**src/rtl/muldiv_unit.sv**
```systemverilog
// rtl/muldiv_unit.sv - iterative MULT/MULTU/DIV/DIVU unit owning HI/LO, with pipeline hold request.
// Optional macro DIV_ZERO_FLAG_EN adds the div_zero status output.
module muldiv_unit #(
  parameter int N = 32
) (
  input  logic         system_clock,
  input  logic         reset,
  input  logic         start,
  input  logic [1:0]   op,
  input  logic [N-1:0] operand_a,
  input  logic [N-1:0] operand_b,
  input  logic         write_hi,
  input  logic         write_lo,
  input  logic [N-1:0] write_data,
  input  logic         read_hilo,
  output logic [N-1:0] hi,
  output logic [N-1:0] lo,
  output logic         busy,
  output logic         hold_request
`ifdef DIV_ZERO_FLAG_EN
  , output logic       div_zero
`endif
);

  localparam int CW = $clog2(N);

  typedef enum logic [1:0] {IDLE, RUN, SIGN} state_t;

  state_t          state, state_next;
  logic            is_div;
  logic            sign_a, sign_b, b_zero;
  logic [N-1:0]    mag_b, acc, mq;
  logic [CW-1:0]   counter;

  logic [N-1:0]    in_mag_a, in_mag_b;
  logic [N:0]      mul_sum;
  logic [N:0]      div_shift;
  logic            div_ge;
  logic [N-1:0]    div_diff;
  logic [2*N-1:0]  prod_fix;
  logic [N-1:0]    q_fix, r_fix;

  assign in_mag_a = (op[0] & operand_a[N-1]) ? -operand_a : operand_a;
  assign in_mag_b = (op[0] & operand_b[N-1]) ? -operand_b : operand_b;

  // Multiply: {acc,mq} shifts right, adding the multiplicand when the low multiplier bit is set.
  assign mul_sum   = {1'b0, acc} + (mq[0] ? {1'b0, mag_b} : {(N+1){1'b0}});
  // Divide: remainder in acc, dividend bits shift out of mq while quotient bits shift in.
  assign div_shift = {acc, mq[N-1]};
  assign div_ge    = div_shift >= {1'b0, mag_b};
  assign div_diff  = div_shift[N-1:0] - mag_b;

  assign prod_fix = (sign_a ^ sign_b) ? -{acc, mq} : {acc, mq};
  assign q_fix    = (sign_a ^ sign_b) ? -mq : mq;
  assign r_fix    = sign_a ? -acc : acc;

  assign busy         = (state != IDLE);
  assign hold_request = busy & (start | read_hilo | write_hi | write_lo);

  always_ff @(posedge system_clock) begin
    if (reset) state <= IDLE;
    else       state <= state_next;
  end

  always_comb begin
    state_next = state;
    case (state)
      IDLE:    if (start) state_next = RUN;
      RUN:     if (counter == '0) state_next = SIGN;
      SIGN:    state_next = IDLE;
      default: state_next = IDLE;
    endcase
  end

  always_ff @(posedge system_clock) begin
    if (reset) begin
      hi      <= '0;
      lo      <= '0;
      counter <= '0;
      acc     <= '0;
      mq      <= '0;
      mag_b   <= '0;
      is_div  <= 1'b0;
      sign_a  <= 1'b0;
      sign_b  <= 1'b0;
      b_zero  <= 1'b0;
    end else begin
      case (state)
        IDLE: begin
          if (start) begin
            is_div  <= op[1];
            sign_a  <= op[0] & operand_a[N-1];
            sign_b  <= op[0] & operand_b[N-1];
            b_zero  <= (operand_b == '0);
            mq      <= in_mag_a;
            mag_b   <= in_mag_b;
            acc     <= '0;
            counter <= CW'(N - 1);
          end else begin
            if (write_hi) hi <= write_data;
            if (write_lo) lo <= write_data;
          end
        end
        RUN: begin
          if (counter != '0) counter <= counter - 1'b1;
          if (is_div) begin
            acc <= div_ge ? div_diff : div_shift[N-1:0];
            mq  <= {mq[N-2:0], div_ge};
          end else begin
            acc <= mul_sum[N:1];
            mq  <= {mul_sum[0], mq[N-1:1]};
          end
        end
        SIGN: begin
          // A zero divisor leaves |a| as remainder, so the dividend-sign fix-up restores operand_a.
          if (is_div) begin
            lo <= b_zero ? {N{1'b1}} : q_fix;
            hi <= r_fix;
          end else begin
            {hi, lo} <= prod_fix;
          end
        end
        default: ;
      endcase
    end
  end

`ifdef DIV_ZERO_FLAG_EN
  always_ff @(posedge system_clock) begin
    if (reset)                        div_zero <= 1'b0;
    else if (state == SIGN && is_div) div_zero <= b_zero;
  end
`endif

endmodule
```
**config.mk**
```make
export PLATFORM = sky130hd
export DESIGN_NAME = muldiv_unit
export DESIGN_NICKNAME = d
export VERILOG_FILES = /design/src/rtl/muldiv_unit.sv
export SDC_FILE = /design/constraint.sdc
export NUM_CORES = 1
export LEC_CHECK = 0
export BUFFER_PORTS_ARGS = -buffer_cell sky130_fd_sc_hd__buf_2
export CAP_MARGIN = 15
export CORE_MARGIN = 2
export CORE_UTILIZATION = 60
export DETAILED_ROUTE_END_ITERATION = 12
export PLACE_DENSITY = 0.82
export SYNTH_ARGS = -nofsm -noshare
export SYNTH_HDL_FRONTEND = slang
export SYNTH_SLANG_ARGS = --single-unit
```
**constraint.sdc**
```tcl
create_clock -name system_clock -period 4.46 [get_ports system_clock]
set_input_delay 0.892 -clock system_clock [delete_from_list [all_inputs] [get_ports system_clock]]
set_output_delay 0.892 -clock system_clock [all_outputs]
set_load 0.02 [all_outputs]
```
======== Yosys cells after proc, flatten, opt, wreduce, memory -nomap -nowiden ========
Index checks and enable logic that the tools add are counted.
cells by class
  $add $sub $neg .......................... 8
  multiply operators ...................... 0
  div/mod/pow operators ................... 0
  magnitude comparators ................... 1
  equality and inequality tests ........... 8
  shift-type cells ........................ 0
  multiplexer cells ....................... 28
  bitwise logic cells ..................... 7
  reductions and logical operators ........ 13
operators with widths
  cell                                                                 number
  32-bit two-way mux                                                   17
  32-bit case mux with 2 select lines                                  4
  32-bit negation                                                      4
  64-bit two-way mux                                                   1
  64-bit negation                                                      1
  32-bit by 32-bit adder with 33-bit output                            1
  33-bit by 32-bit greater-or-equal comparator with 1-bit output       1
  32-bit zero test                                                     1
  32-bit subtractor                                                    1
  2-bit inequality test (second input constant)                        6
  5-bit two-way mux                                                    2
  5-bit case mux with 2 select lines                                   1
  3-bit AND reduction                                                  3
  2-bit AND reduction                                                  3
  2-bit nonzero test                                                   3
  5-bit zero test                                                      1
  5-bit nonzero test                                                   1
  5-bit by 1-bit subtractor with 5-bit output (second input constant)  1
  2-bit two-way mux                                                    2
  2-bit case mux with 2 select lines                                   1
  1-bit bitwise AND                                                    3
  1-bit bitwise OR                                                     3
  2-bit by 1-bit == test with 1-bit output (second input constant)     1
  2-bit == test (second input constant)                                1
  other kinds (2)                                                      2
storage, ports and cells
  register bits after elaboration ......... 171
  bits in latches ......................... 0
  bits in writable memories ............... 0
  bits in read-only memories .............. 0
  input bits .............................. 104
  output and inout port bits .............. 66
  logic and storage cells ................. 76
  memories kept ........................... 0

======== Logic depth before layout (Yosys ltp) ========
  depth in word-level cells ............... 5
  depth in mapped cells ................... 15
  depth with buffers taken out ............ 14

======== Worst setup path after synthesis ========
No wires, ideal clock.
  path type ............................... register to register
  start ................................... register mq[31]
  end ..................................... register acc[28]
  setup time .............................. 121 ps
  data arrival time ....................... 3210 ps
  required time ........................... 4339 ps
  slack ................................... 1128 ps
  cell stages (with the launch flop) ...... 15
  buffers on the path ..................... 0
  period minus slack after synthesis ...... 3332 ps
  cell sequence ........................... dfxtp_1 inv_1 ha_1 inv_1 fa_1 a21o_1 a31o_2 a211o_1 or4_1 a41oi_1 o31ai_1 xor2_1 mux2_2 o21ai_0 o21ai_0
on the way
  longest elaborated chain between the ends .. 4
  elaborated cells on any way between the ends .. 5
  classes of those cells .................. 1 x add/sub; 1 x order compare; 3 x mux
ends and longest elaborated chain
  what                                                                                                 line    source
  start: declaration                                                                                   32      logic [N-1:0] mag_b, acc, mq;
  start signal: assignment                                                                             95      mq <= in_mag_a;
  start signal: assignment                                                                             108     mq <= {mq[N-2:0], div_ge};
  start signal: assignment                                                                             111     mq <= {mul_sum[0], mq[N-1:1]};
  32-bit subtractor or 33-bit by 32-bit greater-or-equal comparator with 1-bit output (tied branches)  51, 50
  32-bit two-way mux (*)                                                                               107     acc <= div_ge ? div_diff : div_shift[N-1:0];
  32-bit two-way mux (*)                                                                               106     if (is_div) begin
  32-bit case mux with 2 select lines (*)                                                              88      case (state)
  end signal: assignment                                                                               107
  end signal: assignment                                                                               110     acc <= mul_sum[N:1];
  end: declaration                                                                                     32
Mark *: on every way between the ends. The rest lies on a longest branch, timed or not.
A chain may end at the register's enable or synchronous reset.

======== Worst setup path after layout ========
  start ................................... register mq[0]
  end ..................................... register acc[25]
on the way
  longest elaborated chain between the ends .. 4
ends and longest elaborated chain
  what                                       line  source
  32-bit two-way mux                         47    assign mul_sum = {1'b0, acc} + (mq[0] ? {1'b0, mag_b} : {(N+1){1'b0}});
  32-bit by 32-bit adder with 33-bit output  47
  32-bit two-way mux                         106
  32-bit case mux with 2 select lines        88
Every way passes these cells.

==> impl_metrics.ini <==
[worst_setup_path]
setup.worst_path.class = reg2reg
worst_path_dominant_cell_family = compound AO/OA/AOI/OAI gates
rrSetupSlack_ns = 0.63
start_kind = register
crit_required_ns = 4.78
slowest_stage = dfxtp_1
cpPeakStageDelay_ns = 0.47
cp_num_buf_inv = 1
cp_cell_sequence = inv_1 -> nor2_1 -> ha_1 -> nor2b_1 -> o21a_1 -> a311o_1 -> a221oi_1 -> o21ai_0 -> a21boi_0 -> o21ai_0 -> xor2_1 -> a22oi_1 -> o21ai_0
reg2reg_to = acc[25]
r2r-start = mq[0]
rr_worst_depth = 13
cpMostUsedCell = o21ai_0
endpoint_kind = register
worst_ep_arrival_time_ns = 4.15
critical_path.max_fanout = 14

[synth]
synth.cell_area_sq_mm = 0.0135
synth_warnings = 0
synth_top_area_share_pct = 25.4
synth_cell_types = 70
synth_top_flop_cell = dfxtp_1
yosys.area.top_type = dfxtp_1
synth_area_per_cell_sq_um = 7.61
synth_area_leaders = dfxtp_1 25%, ha_1 6.5%, a21oi_1 6.4%
ys_async_sr_fraction_pct = 0
syn_inst = 1773
synth_seq_area_share_pct = 25.4
synth_edf_count = 0
synth_fp_nets = 1949
ys_seq_elements = 171

[place]
gp_congestion = 0.945
place_inst = 2129
io_buffers = 169
dp_hpwl_um = 31700

[cts]
tritoncts = built
clock_path_buffers = 2
numCtsBuffers = 17
clock-sinks = 171
clock_latency_ns = 0.45
postCtsSetupBuffers = 0
clk_pin_slew_ns = 0.08
cts_hold_buffers = 0
htreeDepth = 4
root_buffer = clkbuf_16
postCtsResizedCells = 0

[drt]
highest_layer = met4
wirelength_um = 41900
wl_per_cell_um = 19.4
detail-route-antenna-nets = 0
wl_met2_um = 17400
first_iter_violations = 1291
vias = 13800
met1_length_um = 18800
first_pass_iters = 6
drc_errors = 0
via_per_inst = 6.36
wl_met3_um = 4490

[min_path]
hp-class = reg2reg
holdCritStartpoint = lo[23]
whs_path_depth = 2
min_to = lo[23]

[die]
rows = 54
core_sq_mm = 0.0220
dieArea_sq_mm = 0.0237
die_w_um = 154
die_h_um = 154
ioPinCount = 170
initial_core_util_pct = 61.5

[run_status]
status = completed

[final_layout]
nets = 2045
area_delta_synth_final_pct = 11.2
num-fill-cells = 1885
final_cell_mix = 223 x nor2_1, 173 x a21oi_1, 170 x dfxtp_1
diodes = 0
finalNonFillerCells = 2162
final_common_cell = nor2_1
layout-drive-gt1-share_pct = 13.4

[global_route]
grt_max_degree = 69
grt_first_pass_wirelength_um = 66100
grt_overflow = 0
grt_usage_pct = 34.6
antenna_found_initial = 0
grt_pass1_vias = 12300

[timing]
hold_violations = 0
clock.fmax_mhz = 261
timing.final.crit_share_pct = 85.9
finalCriticalPeriod_ns = 3.83
final.setup.tns_ns = 0
skew_ns = 0.0118
finalSetupViolCount = 0
slew_headroom_pct = 24.0
maxSlewViolCount = 0
grt_setup_unrepaired = false
worstMarginPinSlew_ns = 1.14

[power_and_ir_drop]
peakVddDrop_mv = 0.215
cellPowerDensity_mw_per_mm2 = 326
power.leakage_nw = 6.35

[flow_run]
maxCapViolations = 0
[layer usage]
metal  up-vias  track usage (%)
met3        82             6.43
met5         -                0
met2       727             50.4
li1       6626                -
met4         0             12.2
met1      6325             50.9
[cell usage after synthesis (all sizes together), types with 15 or more instances]
cell type  number
ha             70
xnor2          95
inv            63
clkbuf         87
a21o           35
dfxtp         171
nor4           16
a31oi          16
nand3          15
mux2i          75
a21oi         173
a211oi         89
or3            24
nand2         147
o31ai          18
o21ai          91
nor3           32
nor2          224
xor2           80
o221ai         37
buf            27
[stage by stage]
step	worst slack [ns]	power [W]	hold WS, ns	instance area (sq um)	utilization, %
2_1_floorplan	1.13	0.00294	0.432	13500	-
3_5_place_dp	0.703	0.00339	0.440	14400	65.7
3_3_place_gp	0.817	0.00336	0.435	14400	65.7
6_report	0.630	0.00490	0.449	15000	68.4
5_1_grt	0.389	0.00513	0.466	15000	68.4
4_1_cts	0.679	0.00486	0.451	15000	68.3
[area by class of cell]
cell class	instances	area [sq um]	area share [%]
clock buffers	18	429	2.86
clock inverters	14	148	0.983
flip-flops and latches	171	3420	22.8
repair buffers	192	1030	6.88
multi-input cells	1424	9390	62.6
inverters	63	236	1.58
well taps	280	350	2.33
[report_power, final]
group / total (W) / leakage [nW] / switching (W) / internal, W
Sequential: 0.00180 / 1.40 / 0.000149 / 0.00165
Combinational: 0.00161 / 4.68 / 0.000997 / 0.000614
Clock: 0.00149 / 0.277 / 0.000741 / 0.000748
Total: 0.00490 / 6.35 / 0.00189 / 0.00301
[state kept, by name, summed over array words and instances (netlist names)]
name     cells
counter      5
state        2
mq          32
b_zero       1
sign_b       1
hi          32
mag_b       32
sign_a       1
acc         32
is_div       1
lo          32
[how the worst max path moves through the flow]
stage	startpoint	to	slack (ns)	depth (start not counted)
detailed placement	operand_b[0]	mag_b[30]	0.70	12
floorplan	mq[31]	acc[28]	1.13	14
global placement	mq[31]	acc[28]	0.82	14
global route	mq[0]	acc[26]	0.39	13
finish	mq[0]	acc[25]	0.63	13
CTS	mq[0]	acc[25]	0.68	13
[cells by family after synthesis]
kind of cell,Yosys count,synth area share [%]
AO/OA/AOI/OAI,563,27.3
XOR/XNOR,175,11.4
adder cells (fa/ha/maj),72,6.78
buffers and inverters,178,5.26
flip-flops,171,25.4
multiplexers,77,5.73
AND/OR/NAND/NOR,537,18.2
[worst min-delay path, delay by kind of cell (launching register included)]
family           cells  cell delay [ns]
AO/OA/AOI/OAI        1             0.05
flip-flops           1             0.31
AND/OR/NAND/NOR      1             0.05
Power figures use the tool's default switching activity.
